### config.mk
export PLATFORM = sky130hd
export DESIGN_NAME = hilo_unit
export DESIGN_NICKNAME = d
export VERILOG_FILES = /design/src/rtl/hilo_pkg.sv /design/src/rtl/hilo_lat_counter.sv /design/src/rtl/hilo_unit.sv
export SDC_FILE = /design/constraint.sdc
export NUM_CORES = 1
export LEC_CHECK = 0
export CORE_UTILIZATION = 42
export DETAILED_ROUTE_END_ITERATION = 6
export PLACE_DENSITY = 0.85
export SLEW_MARGIN = 30
export SYNTH_ARGS = -nofsm -noshare
export SYNTH_HDL_FRONTEND = slang
export SYNTH_SLANG_ARGS = --single-unit
### constraint.sdc
create_clock -name clk -period 2.4 [get_ports clk]
set_clock_uncertainty 0.05 [all_clocks]
set_input_delay 0.48 -clock clk [delete_from_list [all_inputs] [get_ports clk]]
set_output_delay 0.48 -clock clk [all_outputs]
set_load 0.02 [all_outputs]
### src/rtl/hilo_pkg.sv
// hilo_pkg: shared definitions for the Hi/Lo sequencing unit.
//   - state_e      : FSM encoding (IDLE/ISSUE/WAIT)
//   - OP_DIV/OP_MULT: operation select encoding carried on OpSel
//   - *_DEF        : default unit latencies, also used by the control-unit
//                    stall logic so both sides agree on operation length.
package hilo_pkg;

  typedef enum logic [1:0] {
    ST_IDLE  = 2'b00,
    ST_ISSUE = 2'b01,
    ST_WAIT  = 2'b10
  } state_e;

  localparam logic OP_DIV  = 1'b0;
  localparam logic OP_MULT = 1'b1;

  localparam int DIV_LAT_DEF  = 32;
  localparam int MULT_LAT_DEF = 33;
  localparam int CNT_W_DEF    = 6;

endpackage

### src/rtl/hilo_lat_counter.sv
// hilo_lat_counter: latency counter for one div/mult operation.
// Ports:
//   clk     in  system clock
//   rst_i   in  synchronous active-high reset (count -> 0)
//   load_i  in  load the count with 1 (edge where the unit samples its start)
//   inc_i   in  increment the count; never moves past the selected latency
//   op_i    in  selects which latency to compare against (OP_DIV/OP_MULT)
//   cnt_o   out current count
//   hit_o   out count equals the selected latency
module hilo_lat_counter
  import hilo_pkg::*;
#(
  parameter int CNT_W    = CNT_W_DEF,
  parameter int DIV_LAT  = DIV_LAT_DEF,
  parameter int MULT_LAT = MULT_LAT_DEF
) (
  input  logic             clk,
  input  logic             rst_i,
  input  logic             load_i,
  input  logic             inc_i,
  input  logic             op_i,
  output logic [CNT_W-1:0] cnt_o,
  output logic             hit_o
);

  localparam logic [CNT_W-1:0] DIV_LAT_C  = CNT_W'(DIV_LAT);
  localparam logic [CNT_W-1:0] MULT_LAT_C = CNT_W'(MULT_LAT);
  localparam logic [CNT_W-1:0] CNT_ONE    = CNT_W'(1);

  logic [CNT_W-1:0] cnt_q, cnt_d;
  logic [CNT_W-1:0] lat_sel;

  assign lat_sel = (op_i == OP_MULT) ? MULT_LAT_C : DIV_LAT_C;
  assign hit_o   = (cnt_q == lat_sel);
  assign cnt_o   = cnt_q;

  always_comb begin
    cnt_d = cnt_q;
    if (load_i) begin
      cnt_d = CNT_ONE;
    end else if (inc_i && !hit_o) begin
      // Saturating: the count stops at the selected latency.
      cnt_d = cnt_q + CNT_ONE;
    end
  end

  always_ff @(posedge clk) begin
    if (rst_i) begin
      cnt_q <= '0;
    end else begin
      cnt_q <= cnt_d;
    end
  end

endmodule

### src/rtl/hilo_unit.sv
// hilo_unit: sequences one divide or multiply, captures the 64-bit result
// into the architectural Hi/Lo registers, serves mthi/mtlo and reports
// divide-by-zero.
// Ports:
//   clk, Reset              clock, synchronous active-high reset
//   Start, OpSel            operation request (0=div, 1=mult), IDLE only
//   MtHi, MtLo, MtData      mthi/mtlo writes, IDLE only
//   DivHiFio/DivLoFio       divider remainder/quotient, DivZero flag
//   MultHi/MultLo           multiplier product halves
//   DivControl/MultControl  one-cycle start pulse to the selected unit
//   Hi, Lo                  architectural registers (to mfhi/mflo)
//   Busy                    state != IDLE; control unit stalls on it
//   Done                    one-cycle pulse in the cycle after capture
//   DivZeroExc              one-cycle pulse on divide-by-zero abort
// Handshake: Start is a request, accepted on any edge where Busy is low;
// there is no backpressure. Completion is signalled by exactly one of Done
// or DivZeroExc (none if Reset aborts the operation).
// The FSM state is held in state_q for observation.
module hilo_unit
  import hilo_pkg::*;
#(
  parameter int DIV_LAT  = DIV_LAT_DEF,
  parameter int MULT_LAT = MULT_LAT_DEF,
  parameter int CNT_W    = CNT_W_DEF
) (
  input  logic        clk,
  input  logic        Reset,
  input  logic        Start,
  input  logic        OpSel,
  input  logic        MtHi,
  input  logic        MtLo,
  input  logic [31:0] MtData,
  input  logic [31:0] DivHiFio,
  input  logic [31:0] DivLoFio,
  input  logic        DivZero,
  input  logic [31:0] MultHi,
  input  logic [31:0] MultLo,
  output logic        DivControl,
  output logic        MultControl,
  output logic [31:0] Hi,
  output logic [31:0] Lo,
  output logic        Busy,
  output logic        Done,
  output logic        DivZeroExc
);

  localparam logic [CNT_W-1:0] CNT_ONE = CNT_W'(1);

  state_e      state_q, state_d;
  logic        op_q, op_d;
  logic [31:0] hi_q, hi_d, lo_q, lo_d;
  logic        div_ctl_q, div_ctl_d;
  logic        mult_ctl_q, mult_ctl_d;
  logic        busy_q, busy_d;
  logic        done_q, done_d;
  logic        dz_q, dz_d;

  logic             cnt_load, cnt_inc, cnt_hit;
  logic [CNT_W-1:0] cnt;

  hilo_lat_counter #(
    .CNT_W    (CNT_W),
    .DIV_LAT  (DIV_LAT),
    .MULT_LAT (MULT_LAT)
  ) u_cnt (
    .clk    (clk),
    .rst_i  (Reset),
    .load_i (cnt_load),
    .inc_i  (cnt_inc),
    .op_i   (op_q),
    .cnt_o  (cnt),
    .hit_o  (cnt_hit)
  );

  always_comb begin
    state_d    = state_q;
    op_d       = op_q;
    hi_d       = hi_q;
    lo_d       = lo_q;
    div_ctl_d  = 1'b0;
    mult_ctl_d = 1'b0;
    done_d     = 1'b0;
    dz_d       = 1'b0;
    cnt_load   = 1'b0;
    cnt_inc    = 1'b0;

    case (state_q)
      ST_IDLE: begin
        // Mt writes and Start may coincide; the later capture wins.
        if (MtHi) hi_d = MtData;
        if (MtLo) lo_d = MtData;
        if (Start) begin
          op_d       = OpSel;
          div_ctl_d  = (OpSel == OP_DIV);
          mult_ctl_d = (OpSel == OP_MULT);
          state_d    = ST_ISSUE;
        end
      end
      ST_ISSUE: begin
        // The unit samples its control pulse on this edge.
        cnt_load = 1'b1;
        state_d  = ST_WAIT;
      end
      ST_WAIT: begin
        // Divide-by-zero is only looked at one edge after issue.
        if (op_q == OP_DIV && cnt == CNT_ONE && DivZero) begin
          dz_d    = 1'b1;
          state_d = ST_IDLE;
        end else if (cnt_hit) begin
          if (op_q == OP_MULT) begin
            hi_d = MultHi;
            lo_d = MultLo;
          end else begin
            hi_d = DivHiFio;
            lo_d = DivLoFio;
          end
          done_d  = 1'b1;
          state_d = ST_IDLE;
        end else begin
          cnt_inc = 1'b1;
        end
      end
      default: state_d = ST_IDLE;
    endcase

    busy_d = (state_d != ST_IDLE);
  end

  always_ff @(posedge clk) begin
    if (Reset) begin
      state_q    <= ST_IDLE;
      op_q       <= OP_DIV;
      hi_q       <= '0;
      lo_q       <= '0;
      div_ctl_q  <= 1'b0;
      mult_ctl_q <= 1'b0;
      busy_q     <= 1'b0;
      done_q     <= 1'b0;
      dz_q       <= 1'b0;
    end else begin
      state_q    <= state_d;
      op_q       <= op_d;
      hi_q       <= hi_d;
      lo_q       <= lo_d;
      div_ctl_q  <= div_ctl_d;
      mult_ctl_q <= mult_ctl_d;
      busy_q     <= busy_d;
      done_q     <= done_d;
      dz_q       <= dz_d;
    end
  end

  assign DivControl  = div_ctl_q;
  assign MultControl = mult_ctl_q;
  assign Hi          = hi_q;
  assign Lo          = lo_q;
  assign Busy        = busy_q;
  assign Done        = done_q;
  assign DivZeroExc  = dz_q;

endmodule

Word level (Yosys, flattened, before mapping)
Index checks and enable logic that the tools add are counted.
{"block": "classes", "addsub": 1, "eq_ne": 8, "mux": 23, "bitwise": 5, "reduce_logical": 15}
{"cell": "$mux 32", "count": 8}
{"cell": "$pmux 32 s2", "count": 2}
{"cell": "$mux 1", "count": 9}
{"cell": "$reduce_and 4->1", "count": 2}
{"cell": "$add 6x1->6 const B", "count": 1}
{"cell": "$eq 6x1->1 const B", "count": 1}
{"cell": "$eq 6x6->1", "count": 1}
{"cell": "$mux 2", "count": 3}
{"cell": "$ne 2x2->1 const B", "count": 3}
{"cell": "$pmux 2 s3", "count": 1}
{"cell": "$reduce_bool 2->1", "count": 3}
{"cell": "$reduce_or 3->1", "count": 2}
{"cell": "$not 1->1", "count": 5}
{"cell": "$reduce_or 2->1", "count": 2}
{"cell": "$logic_and 1x1->1", "count": 3}
{"cell": "$eq 2x1->1 const B", "count": 1}
{"cell": "$eq 2x2->1 const B", "count": 1}
{"cell": "$logic_not 2->1", "count": 1}
{"cell": "$ne 2x1->1 const B", "count": 1}
{"cell": "$reduce_and 2->1", "count": 1}
{"cell": "$logic_not 1->1", "count": 1}
{"block": "totals", "reg_bits": 78, "in_bits": 167, "elab_cells": 63}

Depth between registers and ports, before layout
Gate-level depths: netlist of run 1.
{"block": "depth", "ltp_word": 8, "ltp_mapped": 7, "depth_no_buf": 6}

Modules after synthesis
From an unflattened synthesis of run 1, not the netlist that was laid out.
{"block": "hier_totals", "hier_cells": 515, "area_unflattened_um2": 4383.0}
{"module": "hilo_unit", "n_inst": 1, "cells_each": 478, "area_each_um2": 4050.1}
{"module": "hilo_lat_counter", "n_inst": 1, "cells_each": 37, "area_each_um2": 332.8}

Worst setup path after synthesis of run 1
No wires, ideal clock.
{"block": "synth_path", "kind": "register -> register", "from": "register op_q", "to": "register u_cnt.cnt_q[1] (netlist: u_cnt.cnt_o[1])", "setup_time_ns": 0.079, "arrival_time_ns": 1.464, "t_required_ns": 2.271, "setup_slack_ns": 0.807, "stages_incl_launch_ff": 6, "synth_period_minus_slack_ns": 1.593, "cell_sequence": "dfxtp_1 > buf_6 > or4b_4 > a31oi_4 > and3b_1 > a211oi_2"}
{"block": "synth_between", "elab_chain_cells": 6, "elab_cells_between_ends": 10, "cone_classes": "eq/ne (1); mux (4); bitwise (1); reduce/logical (4)"}
{"item": "start: declaration", "line": "hilo_unit.sv:50", "rtl": "logic op_q, op_d;"}
{"item": "start signal: assignment", "line": "hilo_unit.sv:142", "rtl": "op_q <= op_d;"}
{"item": "$mux 1 or $not 1->1 (tied branches)", "line": "hilo_lat_counter.sv:33, hilo_unit.sv:106"}
{"item": "$eq 6x6->1 or $logic_and 1x1->1 (tied branches)", "line": "hilo_lat_counter.sv:34, hilo_unit.sv:106"}
{"item": "$mux 1 or $logic_and 1x1->1 (tied branches)", "line": "hilo_unit.sv:109, hilo_unit.sv:106"}
{"item": "$mux 1", "line": "hilo_unit.sv:106", "rtl": "if (op_q == OP_DIV && cnt == CNT_ONE && DivZero) begin"}
{"item": "$mux 1", "line": "hilo_unit.sv:87", "rtl": "case (state_q)"}
{"item": "$logic_and 1x1->1 *", "line": "hilo_lat_counter.sv:41", "rtl": "end else if (inc_i && !hit_o) begin"}
{"item": "end signal: assignment", "line": "hilo_lat_counter.sv:51", "rtl": "cnt_q <= cnt_d;"}
{"item": "end: declaration", "line": "hilo_lat_counter.sv:30", "rtl": "logic [CNT_W-1:0] cnt_q, cnt_d;"}
Every way passes the cells marked *; elsewhere a longest branch is shown, timed or not.
A chain may end at the register's enable or synchronous reset.

Final worst setup path of run 1
{"block": "layout_path", "from": "input MtLo", "to": "register lo_q[23] (netlist: Lo[23])"}
{"block": "layout_between", "elab_chain_cells": 2}
{"item": "start: declaration", "line": "hilo_unit.sv:31", "rtl": "input logic MtLo,"}
{"item": "$ne 2x2->1 (no line)"}
{"item": "$reduce_and 4->1 (no line)"}
{"item": "end signal: assignment", "line": "hilo_unit.sv:144", "rtl": "lo_q <= lo_d;"}
{"item": "end: declaration", "line": "hilo_unit.sv:51", "rtl": "logic [31:0] hi_q, hi_d, lo_q, lo_d;"}
No other way between the ends.

==> results.rst, run 1 <==
.. list-table::
   :header-rows: 1

   * - Metric
     - Value
   * - RSZ-0062 raised after global routing
     - false
   * - Diode count
     - 0
   * - Combinational family with the most area after synthesis
     - compound AO/OA/AOI/OAI gates
   * - Count of state elements after synthesis
     - 78
   * - Floorplan die width
     - 101 um
   * - Clock sink count
     - 78
   * - Post-Syn Instances
     - 498
   * - Crit share post-route
     - 83.4%
   * - Overall power consumption
     - 3.67 mW
   * - Ratio of total power to cell area
     - 538 nW/um2
   * - Kind of end point of the critical path
     - flop
   * - CTS tree
     - done
   * - Fraction of the mapped netlist area in simple logic gates
     - 16.7%
   * - Pin slew with the least headroom to its limit
     - 0.613 ns
   * - Worst slew margin relative to its limit
     - 58.9%
   * - Number of gates given a new drive strength after cts
     - 0
   * - Max Clock Freq
     - 500 MHz
   * - Area growth syn-to-layout
     - 66.2%
   * - HPWL after detailed placement
     - 10.4 mm
   * - Post-CTS clock slew at the launch and capture registers of the worst setup and hold paths
     - 0.07 ns
   * - Number of design rule violations left after detail routing
     - 0
   * - Area enclosed by the die boundary
     - 10200 um2
   * - GR Overflow Total
     - 0
   * - Post-Route WL
     - 13.5 mm
   * - Detailed-route via count
     - 4464
   * - Insertion delay of the later-clocked pin in the worst-skew pair
     - 0.34 ns
   * - Via density
     - 5.26
   * - Endpoints failing setup
     - 0
   * - XOR/XNOR share of the synthesized area
     - 0.854%
   * - Average wire per cell in the routed design
     - 15.9 um
   * - Proportion of synthesized area in mux cells
     - 15.9%
   * - Hold_buf cts
     - 0
   * - Crit Path Category
     - primary input to flop
   * - CP Max Fanout
     - 20
   * - Routability Congestion
     - 0.788
   * - Post-CTS setup repair buffer count
     - 0
   * - Starting density of the core
     - 43.8%
   * - Largest net degree at the start of global routing
     - 48
   * - H-Tree Depth
     - 3
   * - Maximum Capacitance Violations
     - 0
   * - Initial drt markers
     - 124
   * - Required @ worst endpoint
     - 2.61 ns
   * - Number of distinct library cells after synthesis
     - 37
   * - Data arrival time at the worst-slack endpoint
     - 2.21 ns
   * - Root Driver
     - sky130_fd_sc_hd__clkbuf_8
   * - Proportion of synthesized chip area in sequential cells
     - 38.1%
   * - Die Ht
     - 101 um
   * - Status
     - complete, no violations
   * - Startpoint type of the worst setup path
     - primary input
   * - Final Cell Area
     - 6820 um2
   * - Number of failing hold endpoints at the final stage
     - 0
   * - Peak supply drop
     - 0.000298 V
   * - Complex-gate fraction of the synthesized area
     - 22.8%
   * - Post-place instance area
     - 6570 um2
   * - Vias in the first global route
     - 4381
   * - Site row count
     - 35
   * - Number of antenna violations at the first check in global routing
     - 0
   * - Hold WC Path Type
     - flop to flop
   * - Core region area
     - 9370 um2
   * - Number of instances in the placed design
     - 832
   * - Most common flop cell mapped by yosys
     - sky130_fd_sc_hd__dfxtp_1
   * - Number of iterations in the first detailed-routing pass
     - 5
   * - Inserted Clock Buffers
     - 9
   * - Bufs on Longest Clock Path
     - 2
   * - Global Route Usage Sum
     - 26.1%
   * - Net count reported at finish
     - 884
   * - Standby leakage power
     - 2.31 nW
   * - Number of enable-type register cells in the synthesized netlist
     - 0
   * - Share of post-route cells with drive strength above 1
     - 5.69%
   * - Global-route wire length before repair
     - 20.6 mm
   * - Antenna Violating Nets Remaining
     - 0
   * - I/O pin count
     - 236
   * - Post-Synthesis Cell Area
     - 4100 um2
   * - Syn_nets
     - 667
   * - Sum of negative setup slack
     - 0 ns
   * - I/O Buffers
     - 235
   * - Proportion of synthesized flip-flops having asynchronous set or reset
     - 0%
   * - Final min period
     - 2.00 ns
   * - Average instance area after synthesis
     - 8.24 um2
   * - Fillcell total
     - 779
   * - Count of placed standard cells in the final layout, fillers left out
     - 849
   * - Slew Viols, Final
     - 0
   * - Warning count from the yosys run
     - 0
   * - Adder-Cell Fraction of Synth Area
     - 0.610%
[logic make-up (layout without fill, tap and decap cells)]
logic type               count (synthesis)  after routing
AO/OA/AOI/OAI                          141            141
XOR/XNOR                                 4              4
adder cells (fa/ha/maj)                  2              2
buffers and inverters                   46            268
flip-flops                              78             78
multiplexers                            65             65
AND/OR/NAND/NOR                        162            162
[cells in the final DEF (no fill, tap or decap), types with 3 or more instances in the layout]
master | netlist | final
sky130_fd_sc_hd__xor2_1 | 3 | 3
sky130_fd_sc_hd__clkbuf_8 | 0 | 12
sky130_fd_sc_hd__clkdlybuf4s50_1 | 0 | 234
sky130_fd_sc_hd__o211ai_1 | 64 | 64
sky130_fd_sc_hd__a21oi_1 | 67 | 67
sky130_fd_sc_hd__nand2_1 | 134 | 134
sky130_fd_sc_hd__mux2i_1 | 65 | 65
sky130_fd_sc_hd__buf_4 | 1 | 11
sky130_fd_sc_hd__dfxtp_1 | 78 | 77
sky130_fd_sc_hd__nor2_1 | 6 | 6
sky130_fd_sc_hd__inv_1 | 3 | 3
[state kept, by name, indices dropped and copies added, names as in the netlist]
| register | cells |
|---|---|
| Hi | 32 |
| Lo | 32 |
| u_cnt.cnt_o | 6 |
| state_q | 2 |
| Busy | 1 |
| DivControl | 1 |
| DivZeroExc | 1 |
| Done | 1 |
| MultControl | 1 |
| op_q | 1 |
[critical path: stages]
cell and delay [ns]:
sky130_fd_sc_hd__clkdlybuf4s50_1 0.45, sky130_fd_sc_hd__nor3b_1 0.45, sky130_fd_sc_hd__a41o_1 0.22, sky130_fd_sc_hd__buf_4 0.28
sky130_fd_sc_hd__o211ai_1 0.15, sky130_fd_sc_hd__a21oi_1 0.16
[layout make-up]
| class | instances | area, um2 | share of cell area [%] |
|---|---|---|---|
| clock inverters | 3 | 65.1 | 0.954 |
| clock buffers | 13 | 169 | 2.48 |
| flip-flops and latches | 78 | 1570 | 23.0 |
| multi-input cells | 374 | 2350 | 34.5 |
| inverters | 3 | 11.3 | 0.165 |
| well taps | 129 | 161 | 2.37 |
| repair buffers | 249 | 2490 | 36.6 |
[synth_stat cells, types with 2 or more instances]
library cell	instances	area, um2
sky130_fd_sc_hd__or3_1	2	12.5
sky130_fd_sc_hd__nor3b_1	2	15.0
sky130_fd_sc_hd__a41o_1	2	20.0
sky130_fd_sc_hd__nand2b_1	2	12.5
sky130_fd_sc_hd__xor2_1	3	26.3
sky130_fd_sc_hd__nor2_1	6	22.5
sky130_fd_sc_hd__inv_1	3	11.3
sky130_fd_sc_hd__o21ai_0	2	10.0
sky130_fd_sc_hd__a41oi_2	2	32.5
sky130_fd_sc_hd__a21oi_1	67	335
sky130_fd_sc_hd__nand4_1	2	12.5
sky130_fd_sc_hd__nor3_1	2	10.0
sky130_fd_sc_hd__nand2_1	134	503
sky130_fd_sc_hd__clkbuf_1	19	71.3
sky130_fd_sc_hd__o211ai_1	64	480
sky130_fd_sc_hd__dfxtp_1	78	1560
sky130_fd_sc_hd__buf_2	22	110
sky130_fd_sc_hd__mux2i_1	65	651
sky130_fd_sc_hd__or2_2	2	12.5
sky130_fd_sc_hd__ha_1	2	25.0
[power breakdown]
group,leakage (nW),total [mW],internal (mW),switching [mW]
sequential,0.641,1.45,1.39,0.0584
combinational,1.55,1.09,0.582,0.510
clock,0.120,1.13,0.671,0.457
[layer usage]
layer | up-vias | global-route usage, % | part of all wire [%]
li1 | 2221 | - | -
met4 | 0 | 9.92 | 1.7
met1 | 2028 | 27.5 | 38
met2 | 196 | 49.2 | 52
met3 | 19 | 6.93 | 8.4
met5 | - | 0 | 0
[final timing paths]
check	endpoint	cells after the start	slack, ns	from
setup / recovery	Lo[23]	6	0.40	MtLo
hold / removal	Lo[31]	2	0.40	Lo[31]
setup reg to reg	Hi[10]	5	0.41	u_cnt.cnt_o[0]
hold reg to reg	Lo[31]	2	0.40	Lo[31]
[per-stage QoR]
step                      util (%)  hold WS, ns  worst slack [ns]
after floorplan                  -        0.435             0.807
after global placement        69.8        0.386             0.114
after detailed placement      70.1        0.392            0.0277
after CTS                     72.6        0.403             0.332
after global routing          72.8        0.425             0.277
final                         72.8        0.399             0.398
(Power assumes the default switching activity.)
==> inputs of run 2 (changes only) <==
--- a/config.mk
+++ b/config.mk
@@ -5,9 +5,9 @@
 export SDC_FILE = /design/constraint.sdc
 export NUM_CORES = 1
 export LEC_CHECK = 0
-export CORE_UTILIZATION = 42
+export CORE_UTILIZATION = 35
 export DETAILED_ROUTE_END_ITERATION = 6
-export PLACE_DENSITY = 0.85
+export PLACE_DENSITY = 0.76
 export SLEW_MARGIN = 30
 export SYNTH_ARGS = -nofsm -noshare
 export SYNTH_HDL_FRONTEND = slang
==> constraint.sdc (replaced) <==
create_clock -name clk -period 1.8 [get_ports clk]
set_clock_uncertainty 0.05 [all_clocks]
set_input_delay 0.36 -clock clk [delete_from_list [all_inputs] [get_ports clk]]
set_output_delay 0.36 -clock clk [all_outputs]
set_load 0.02 [all_outputs]
==> run 2 against run 1 <==
Non-clock buffer count grew 12; critical endpoint is now u_cnt.cnt_o[1]; die area rose by 20%; final area increased by 3.6%; hold slack got worse by 0.033 ns.
==> results.rst, run 2 (synthesis results as in run 1) <==
.. list-table::
   :header-rows: 1

   * - Metric
     - Value
   * - Post-Route WL
     - 13.8 mm
   * - Hold WC Path Type
     - primary input to flop
   * - Fillcell total
     - 1000
   * - Initial drt markers
     - 116
   * - Depth of the worst register-to-register path
     - 4
   * - Cell depth of the worst hold path
     - 2
   * - Insertion delay of the later-clocked pin in the worst-skew pair
     - 0.33 ns
   * - Worst slew margin relative to its limit
     - 62.6%
   * - GR Overflow Total
     - 0
   * - Ratio of total power to cell area
     - 747 nW/um2
   * - Inserted Clock Buffers
     - 9
   * - Net count reported at finish
     - 896
   * - Vias in the first global route
     - 4422
   * - Kind of end point of the critical path
     - flop
   * - Reg2reg setup slack
     - 0.08 ns
   * - Global Route Usage Sum
     - 22.1%
   * - Standby leakage power
     - 2.42 nW
   * - Maximum Capacitance Violations
     - 0
   * - Cell-by-cell trace of the critical path
     - or4b_4, a31oi_4, and3b_1, a211oi_2
   * - Post-CTS clock slew at the launch and capture registers of the worst setup and hold paths
     - 0.06 ns
   * - Crit share post-route
     - 95.7%
   * - Die Ht
     - 110 um
   * - CP Max Fanout
     - 7
   * - Slowest cell on the critical path
     - sky130_fd_sc_hd__or4b_4
   * - Crit path max-delay family
     - simple AND/OR/NAND/NOR gates
   * - Origin of the worst min-delay path
     - Reset
   * - Slew Viols, Final
     - 0
   * - CTS tree
     - done
   * - Endpoints failing setup
     - 0
   * - Via density
     - 5.18
   * - Startpoint of the lowest-slack register-to-register path
     - u_cnt.cnt_o[0]
   * - Site row count
     - 39
   * - Area enclosed by the die boundary
     - 12200 um2
   * - Bufs on Longest Clock Path
     - 2
   * - Final core area utilization
     - 61.8%
   * - Post-CTS setup repair buffer count
     - 0
   * - Worst slack at placement
     - -0.220 ns
   * - Core region area
     - 11400 um2
   * - Data arrival time at the worst-slack endpoint
     - 1.91 ns
   * - Number of design rule violations left after detail routing
     - 0
   * - Crit Path Category
     - flop to flop
   * - Sequential cell area
     - 1570 um2
   * - Area of the multi-input gates
     - 2360 um2
   * - Root Driver
     - sky130_fd_sc_hd__clkbuf_16
   * - RSZ-0062 raised after global routing
     - false
   * - Most frequent cells in the layout
     - sky130_fd_sc_hd__clkdlybuf4s50_1 (234), sky130_fd_sc_hd__nand2_1 (134), sky130_fd_sc_hd__dfxtp_1 (76)
   * - Status
     - complete, no violations
   * - Antenna Violating Nets Remaining
     - 0
   * - I/O pin count
     - 236
   * - Startpoint type of the worst setup path
     - flop
   * - Max Clock Freq
     - 580 MHz
   * - Share of post-route cells with drive strength above 1
     - 7.65%
   * - Critical register-to-register path endpoint
     - u_cnt.cnt_o[1]
   * - CP peak stage delay
     - 0.57 ns
   * - Sum of negative setup slack
     - 0 ns
   * - Number of gates given a new drive strength after cts
     - 0
   * - Area growth syn-to-layout
     - 72.1%
   * - Required @ worst endpoint
     - 1.99 ns
   * - Final min period
     - 1.72 ns
   * - Destination of the worst hold path
     - Hi[31]
   * - Pin slew with the least headroom to its limit
     - 0.561 ns
   * - Floorplan die width
     - 110 um
   * - H-Tree Depth
     - 3
   * - Starting density of the core
     - 35.9%
   * - Largest net degree at the start of global routing
     - 55
   * - Detailed-route via count
     - 4532
   * - Critical path depth
     - 4
   * - Average wire per cell in the routed design
     - 15.7 um
   * - Diode count
     - 0
   * - Peak supply drop
     - 0.000536 V
   * - Number of antenna violations at the first check in global routing
     - 0
   * - Clock sink count
     - 78
   * - I/O Buffers
     - 235
   * - HPWL after detailed placement
     - 10.7 mm
   * - Worst setup margin
     - 0.0770 ns
   * - Most common cell after layout, fill and taps aside
     - sky130_fd_sc_hd__clkdlybuf4s50_1
   * - Global-route wire length before repair
     - 20.9 mm
   * - Hold_buf cts
     - 0
   * - Number of iterations in the first detailed-routing pass
     - 5
   * - Routability Congestion
     - 0.840
   * - Number of failing hold endpoints at the final stage
     - 0
   * - Buffers and inverters on the worst path
     - 0
## run 2: changes by cell type in the layout (fill, tap and decap cells not counted), sizes merged
cell / delta
buf: +12
clkinv: +2
bufinv: -1
clkbuf: -1
## run 2: final cells by class
cell class,count,share of cell area [%]
tap,143,2.53
sequential,78,22.2
clock buffer,12,3.63
timing repair buffer,261,37.4
clock inverter,4,0.638
multi-input combinational,374,33.4
inverter,3,0.159
## run 2: where the power goes
group	total, mW	internal [mW]	switching [mW]	leakage [nW]
registers	1.93	1.86	0.0778	0.641
clock network	1.82	1.14	0.678	0.152
logic	1.52	0.829	0.691	1.62
total	5.27	3.83	1.45	2.42
## run 2: stage by stage
step / power, mW / hold WS, ns / instance area, um2 / instances
after floorplan: 2.65 / 0.389 / 4100 / 498
after global placement: 3.46 / 0.388 / 6750 / 859
after detailed placement: 3.49 / 0.393 / 6750 / 859
after CTS: 5.31 / 0.363 / 7050 / 875
after global routing: 5.51 / 0.370 / 7060 / 875
final: 5.27 / 0.365 / 7060 / 875
## run 2: worst max path at each step
stage,start,endpoint,slack (ns)
2_1_floorplan,op_q,u_cnt.cnt_o[1],0.21
3_3_place_gp,MtLo,Lo[13],-0.20
3_5_place_dp,MtLo,Lo[10],-0.22
4_1_cts,Lo[10],Lo[10],0.06
5_1_grt,Hi[27],Hi[27],0.03
6_report,u_cnt.cnt_o[0],u_cnt.cnt_o[1],0.08
## run 2: routing by layer
metal  vias up  track usage [%]  routed length, um
li1       2234                -                  -
met1      2089             24.2               5340
met2       183             39.9               6970
met3        26             5.70               1170
met4         0             9.40                296
met5         -                0                  0
==> edit, RTL diff (config.mk and constraints of run 2) <==
The package constant `CNT_W_DEF` goes from 6 to 3.
--- a/src/rtl/hilo_pkg.sv
+++ b/src/rtl/hilo_pkg.sv
@@ -16,7 +16,7 @@
 
   localparam int DIV_LAT_DEF  = 32;
   localparam int MULT_LAT_DEF = 33;
-  localparam int CNT_W_DEF    = 6;
+  localparam int CNT_W_DEF    = 3;
 
 endpackage
 
Behaviour: not the same (a bounded check fails within 4 cycles, from zero or initial values and one cycle with Reset high).
==> edit against run 2 <==
Setup slack got worse by 0.026 ns. Critical path depth fell by 3. Sequential cell count fell by 3. Design area rose by 0.57%. Routed wire length rose by 2.5%. Synthesized cell count fell by 10%. Area after synthesis rose by 4.4%. Power rose by 2.5%. Global-route usage fell by 0.23 points. Maximum frequency fell by 1.5%. Critical path type is now register to primary output.
==> edit: results <==
metrics = {
    "outcome": {
        "run_status": "finished, final reports clean",
    },
    "synthesis": {
        "post_synth_top_area_share_pct": 35.1,
        "net_count_after_synthesis": 615,
        "synthMuxAreaShare_pct": 15.0,
        "distinct_cells_synth": 29,
        "post_synth_xor_area_fraction_pct": 0.994,
        "commonest_cells_in_the_synthesized_netlist": "75 x dfxtp_1, 67 x nand2_1, 64 x a211o_1, 64 x mux2i_1, 64 x nand3b_1",
        "synthAdderAreaFrac_pct": 0.584,
        "synth.top_cells.by_area": "dfxtp_1 35%, mux2i_1 15%, a211o_1 13%",
        "synth-compound-area-share_pct": 21.2,
        "ys_seq_area_share_pct": 35.1,
    },
    "pwr": {
        "p_sw_w": 0.00147,
        "leakagePower_nw": 2.84,
        "peakVddDrop_mv": 0.524,
        "power.share.clock_pct": 36.7,
    },
    "global_routing": {
        "track_usage_pct": 21.8,
        "pin_count_of_the_biggest_net_entering_global_routing": 91,
        "grt_use_met1_pct": 26.4,
        "grt_pass1_vias": 4298,
        "grt_util_met3_pct": 5.08,
        "grt_first_pass_wirelength_um": 21700,
    },
    "placed_design": {
        "post_dp_cell_area_mm2": 0.00675,
        "post-dp-hpwl_um": 10700,
        "final_gp_congestion": 0.811,
    },
    "cells_and_area": {
        "nNetsFinal": 839,
        "layout-drive-gt1-share_pct": 6.67,
        "fillCellCount": 1031,
    },
    "worst_hold_path": {
        "timing.hold.worst.class": "register to register",
    },
    "route": {
        "routed_wl_um": 14100,
        "vias_after_detailed_routing": 4265,
    },
    "clock_tree": {
        "number_of_clock_sinks": 75,
        "cts.root.buffer_cell": "clkbuf_16",
    },
    "worst_setup_path": {
        "timing.critical_path.fanout_max": 2,
        "critPathSlowestCell": "clkdlybuf4s50_1",
        "critPathMaxStageDelay_ns": 0.63,
        "arrival_ns": 1.34,
        "timing.critical_path.max_delay_family": "buffers and inverters",
    },
    "timing": {
        "slew-limit-headroom_pct": 66.4,
    },
    "floorplan": {
        "design.die.area_mm2": 0.0127,
    },
}
==> edit: final cells by class <==
class                      instances  area share (%)
timing repair buffer             257            36.6
multi-input combinational        326            34.9
sequential                        75            21.2
clock buffer                      12            3.61
tap                              147            2.59
clock inverter                     4            1.02
inverter                           1          0.0529
==> edit: final timing paths <==
| path | startpoint | end | slack, ns | cells after the start |
|---|---|---|---|---|
| worst min register to register | Hi[0] | Hi[0] | 0.42 | 2 |
| worst min-delay path | Hi[0] | Hi[0] | 0.42 | 2 |
| worst max register to register | u_cnt.cnt_o[1] | Lo[29] | 0.10 | 7 |
| worst max-delay path | Lo[30] | Lo[30] | 0.05 | 1 |
==> edit: per-layer routing <==
metal / vias to the layer above / part of all wire [%]
met1: 2005 / 43
li1: 2079 / -
met5: - / 0
met3: 24 / 6.1
met2: 157 / 49
met4: 0 / 2.0
==> edit: metrics by stage <==
| step | total power, W | setup TNS (ns) | setup slack [ns] | utilization [%] | cells |
|---|---|---|---|---|---|
| floorplan | 0.00266 | 0 | 0.0371 | - | 446 |
| global placement | 0.00342 | -7.46 | -0.145 | 56.4 | 804 |
| detailed placement | 0.00345 | -9.74 | -0.184 | 56.4 | 804 |
| CTS | 0.00543 | 0 | 0.0307 | 59.1 | 820 |
| global route | 0.00562 | 0 | 0.000619 | 59.4 | 822 |
| finish | 0.00540 | 0 | 0.0510 | 59.4 | 822 |
==> edit: worst reg2reg max path, stage by stage, from the launching register on <==
cell	delay (ns)
dfxtp_1	0.34
inv_1	0.08
ha_1	0.19
nand4bb_4	0.17
a41oi_4	0.34
buf_12	0.24
a211o_1	0.14
nand2_1	0.05
